[config.mk]
export PLATFORM = sky130hd
export DESIGN_NAME = fifo_read_arbiter
export DESIGN_NICKNAME = d
export VERILOG_FILES = /design/src/rtl/fifo_read_arbiter.sv
export SDC_FILE = /design/constraint.sdc
export NUM_CORES = 1
export LEC_CHECK = 0
export CAP_MARGIN = 10
export CORE_AREA = 2 2 45 63
export DETAILED_ROUTE_END_ITERATION = 10
export DIE_AREA = 0 0 47 65
export PLACE_DENSITY = 0.74
export SKIP_LAST_GASP = 1
export SYNTH_ARGS = -nofsm -noshare
export SYNTH_HDL_FRONTEND = slang
export SYNTH_SLANG_ARGS = --single-unit
[constraint.sdc]
create_clock -name rclk -period 2.6 [get_ports rclk]
set_clock_uncertainty 0.15 [all_clocks]
set_input_delay 0.65 -clock rclk [delete_from_list [all_inputs] [get_ports rclk]]
set_output_delay 0.65 -clock rclk [all_outputs]
set_load 0.02 [all_outputs]
[src/rtl/fifo_read_arbiter.sv]
// Two-channel FIFO read arbiter: round-robin bursts of up to MAX_BURST pops per channel
// into a single registered output word with valid/ready handshake.
module fifo_read_arbiter #(
    parameter int DSIZE     = 8,
    parameter int MAX_BURST = 4
) (
    input  logic             rclk,
    input  logic             rrst_n,
    input  logic             rempty0,
    input  logic             rempty1,
    input  logic [DSIZE-1:0] rdata0,
    input  logic [DSIZE-1:0] rdata1,
    output logic             rinc0,
    output logic             rinc1,
    output logic             out_valid,
    input  logic             out_ready,
    output logic [DSIZE-1:0] out_data,
    output logic             out_src
);
    localparam int CW = $clog2(MAX_BURST + 1);
    localparam logic [CW-1:0] LAST = CW'(MAX_BURST - 1);

    typedef enum logic [1:0] {IDLE, GRANT0, GRANT1} state_t;

    state_t        state;
    logic          last_grant;
    logic [CW-1:0] burst_cnt;
    // High for the first cycle after a burst-end handover so the switch costs one pop-free cycle.
    logic          sw_bubble;
    logic          can_load;

    assign can_load = !out_valid || out_ready;
    assign rinc0    = (state == GRANT0) && !rempty0 && can_load && !sw_bubble;
    assign rinc1    = (state == GRANT1) && !rempty1 && can_load && !sw_bubble;

    always_ff @(posedge rclk or negedge rrst_n) begin
        if (!rrst_n) begin
            state      <= IDLE;
            last_grant <= 1'b1;
            burst_cnt  <= '0;
            sw_bubble  <= 1'b0;
            out_valid  <= 1'b0;
            out_data   <= '0;
            out_src    <= 1'b0;
        end else begin
            if (can_load) begin
                if (rinc0) begin
                    out_data  <= rdata0;
                    out_src   <= 1'b0;
                    out_valid <= 1'b1;
                end else if (rinc1) begin
                    out_data  <= rdata1;
                    out_src   <= 1'b1;
                    out_valid <= 1'b1;
                end else begin
                    out_valid <= 1'b0;
                end
            end
            sw_bubble <= 1'b0;
            case (state)
                IDLE: begin
                    if (!rempty0 && (rempty1 || last_grant)) begin
                        state      <= GRANT0;
                        last_grant <= 1'b0;
                        burst_cnt  <= '0;
                    end else if (!rempty1) begin
                        state      <= GRANT1;
                        last_grant <= 1'b1;
                        burst_cnt  <= '0;
                    end
                end
                GRANT0: begin
                    if (rempty0) begin
                        if (!rempty1) begin
                            state      <= GRANT1;
                            last_grant <= 1'b1;
                            burst_cnt  <= '0;
                        end else begin
                            state <= IDLE;
                        end
                    end else if (rinc0) begin
                        if (burst_cnt == LAST) begin
                            if (!rempty1) begin
                                state      <= GRANT1;
                                last_grant <= 1'b1;
                                burst_cnt  <= '0;
                                sw_bubble  <= 1'b1;
                            end else begin
                                state <= IDLE;
                            end
                        end else begin
                            burst_cnt <= burst_cnt + CW'(1);
                        end
                    end
                end
                GRANT1: begin
                    if (rempty1) begin
                        if (!rempty0) begin
                            state      <= GRANT0;
                            last_grant <= 1'b0;
                            burst_cnt  <= '0;
                        end else begin
                            state <= IDLE;
                        end
                    end else if (rinc1) begin
                        if (burst_cnt == LAST) begin
                            if (!rempty0) begin
                                state      <= GRANT0;
                                last_grant <= 1'b0;
                                burst_cnt  <= '0;
                                sw_bubble  <= 1'b1;
                            end else begin
                                state <= IDLE;
                            end
                        end else begin
                            burst_cnt <= burst_cnt + CW'(1);
                        end
                    end
                end
                default: state <= IDLE;
            endcase
        end
    end
endmodule

==> results of run 1 <==
[repair_timing]
item	in CTS	in global routing
gates resized for setup	12	0
hold buffers	0	0
endpoints found under the setup margin	2	1
pin swaps	0	1
[layer usage]
| metal | wire (um) | track usage |
|---|---|---|
| met1 | 984 | 0.2191 |
| met2 | 1256 | 0.3134 |
| met3 | 139 | 0.03900 |
| met4 | 27 | 0.05208 |
| met5 | 0 | 0 |
[how the worst max path moves through the flow]
stage	start	end	slack, ps	cells after the start
after floorplan	rempty1	rinc1	320	3
after global placement	out_ready	rinc0	-450	4
after detailed placement	out_ready	rinc0	-440	4
after CTS	out_ready	rinc0	70	4
after global routing	rempty0	rinc0	30	4
final	out_ready	rinc1	90	4
[cells in the mapped netlist, drive strengths merged (2+ instances only)]
| library cell | count |
|---|---|
| nor2 | 14 |
| nand3 | 2 |
| mux2 | 2 |
| nand2 | 4 |
| nor2b | 2 |
| buf | 2 |
| o2111ai | 3 |
| nand4 | 2 |
| nor3 | 5 |
| ha | 5 |
| inv | 4 |
| clkbuf | 2 |
| nand2b | 4 |
| dfrtp | 16 |
| mux2i | 9 |
| o21ai | 3 |
| a21oi | 11 |
| a211oi | 2 |
[power groups by stage]
stage	Sequential, mW	Combinational [mW]	Clock [mW]
4_1_cts	0.443	0.916	0.142
6_report	0.443	0.912	0.135
3_5_place_dp	0.445	0.917	0
5_1_grt	0.456	1.00	0.153
3_3_place_gp	0.445	0.900	0
2_1_floorplan	0.531	0.473	0
[stage by stage]
step	util	power [mW]	setup TNS, ps
6_report	0.6038	1.489	0
5_1_grt	0.6038	1.614	0
4_1_cts	0.6038	1.501	0
3_5_place_dp	0.5934	1.362	-860.9
3_3_place_gp	0.5934	1.345	-858.8
2_1_floorplan	-	1.005	0
[state kept, by name, summed over array words and instances, names as in the netlist]
name / flops
burst_cnt: 3
last_grant: 1
out_data: 8
out_src: 1
out_valid: 1
state: 2
sw_bubble: 1
[worst max-delay path: stages]
cell             delay, ps
clkdlybuf4s50_1        440
and2b_1                220
nor3_2                 200
buf_2                  200
[logic make-up after synthesis]
family,synth area share
compound gates,0.1949
buf+inv,0.04200
simple gates,0.2019
flops,0.3979
fa+ha+maj,0.05834
mux,0.1050
[area by class of cell]
| class | count | area (um2) | share of cell area |
|---|---|---|---|
| multi-input cells | 83 | 610.6 | 0.3993 |
| flip-flops and latches | 17 | 426.7 | 0.2790 |
| repair buffers | 43 | 405.4 | 0.2651 |
| well taps | 36 | 45.04 | 0.02946 |
| clock buffers | 4 | 26.28 | 0.01718 |
| inverters | 4 | 15.01 | 0.009820 |
==> reports/results.ini, run 1 <==
[run_status]
status = finished clean

[cts]
cts-root-buf = clkbuf_4
cts_buffer_depth = 2
cts.sinks = 17
post-cts-setup-buffer-count = 0
numCtsBuffers = 3
clk_latency_ps = 280
h-tree-depth = 1
cts_tree = built
clk_pin_slew_ps = 100

[worst_hold_path]
holdPathEnd = out_src$_DFFE_PN0P_
hold-path-cell-count = 2
holdCritStartpoint = out_src$_DFFE_PN0P_
min_path_type = flip-flop to flip-flop

[global_routing]
grt_pass1_wl_mm = 4.195
antenna_found_initial = 0
grt_overflow = 0
grt_max_degree = 18
track_usage = 0.1824
grt_pass1_vias = 993

[routing]
drcViolationCount = 0
dr_total_vias = 979
via_per_inst = 5.235
drtIter0Drc = 3
wl_per_cell_um = 12.88
wirelength_mm = 2.408
first_pass_iters = 4
ant_nets = 0

[place]
io_buffers = 32
placed_area_mm2 = 0.001503
gp_congestion = 0.8359
post-place-cells = 183
hpwlAfterDp_mm = 1.931
post-place-ws_ps = -442.1

[yosys]
ys_seq_elements = 17
synth.avg_cell_area_um2 = 9.929
ys_seq_area_frac = 0.3979
yosys_warnings = 0
ys_types = 41
syn_area_mm2 = 0.001072
synthCells = 108
synth_edf_count = 0
synth_top_area_frac = 0.3734
synthArstFlopShare = 1.000
syn_nets = 134
yosysTopAreaCell = dfrtp_1
synth_flop_cell = dfrtp_1
synth_area_leaders = dfrtp_1, mux2i_1, ha_1

[finish]
syn_to_final_growth_pct = 42.59
drive_above_1_share = 0.2053
diodes = 0
layout_commonest_cell = clkdlybuf4s50_1
fin_nets = 178
fin_cells = 187
postLayoutCellArea_mm2 = 0.001529
layout_common_cells = clkdlybuf4s50_1, dfrtp_1, nor2_1, buf_4
fillCellCount = 232

[floorplanning]
die_w_um = 47
design.die.area_mm2 = 0.003055
io_pins = 33
die_h_um = 65
core_area_mm2 = 0.002532
num_rows = 22
start_util = 0.4234

[sta]
fin_hold_ws_ps = 358.0
rsz0062_at_grt = no
finalSetupViolCount = 0
period_minus_slack_ps = 2512
fin_crit_sh = 0.9662
clock.fmax_mhz = 398.1
hold_violations = 0
maxSlewViolCount = 0
worst_slack_ps = 87.77
worst_pin_slew_ps = 334.3
slew-limit-headroom = 0.7767

[setup_path]
r2r_cells = 7
worstSetupPathType = input port to output pin
end_kind = output pin
crit_fanout = 4
r2r-end = state[1]$_DFFE_PN0P_
rr_startpoint = state[0]$_DFFE_PN0P_
reg2reg_setup_slack_ps = 680
required_ps = 1800
cp-start-kind = input port
crit_arrival_ps = 1710

[job]
cap_viol_max_count = 0

[pwr]
power_density_mw_per_mm2 = 974.0
comb_power_share = 0.612
power.switching_mw = 0.6011
swShare = 0.4036
power_frac_clock = 0.091
ir_drop_mv = 0.5928
power_frac_seq = 0.297
leakage_nw = 0.6471
internal_power_mw = 0.8882

No activity file was read; power rests on OpenSTA's default activity.
==> run 2: changes to the inputs <==
--- a/config.mk
+++ b/config.mk
@@ -11,6 +11,7 @@
 export DIE_AREA = 0 0 47 65
 export PLACE_DENSITY = 0.74
 export SKIP_LAST_GASP = 1
+export SLEW_MARGIN = 15
 export SYNTH_ARGS = -nofsm -noshare
 export SYNTH_HDL_FRONTEND = slang
 export SYNTH_SLANG_ARGS = --single-unit
==> results of run 2 <==
The final DEF is identical to that of run 1; final timing and power are the same.
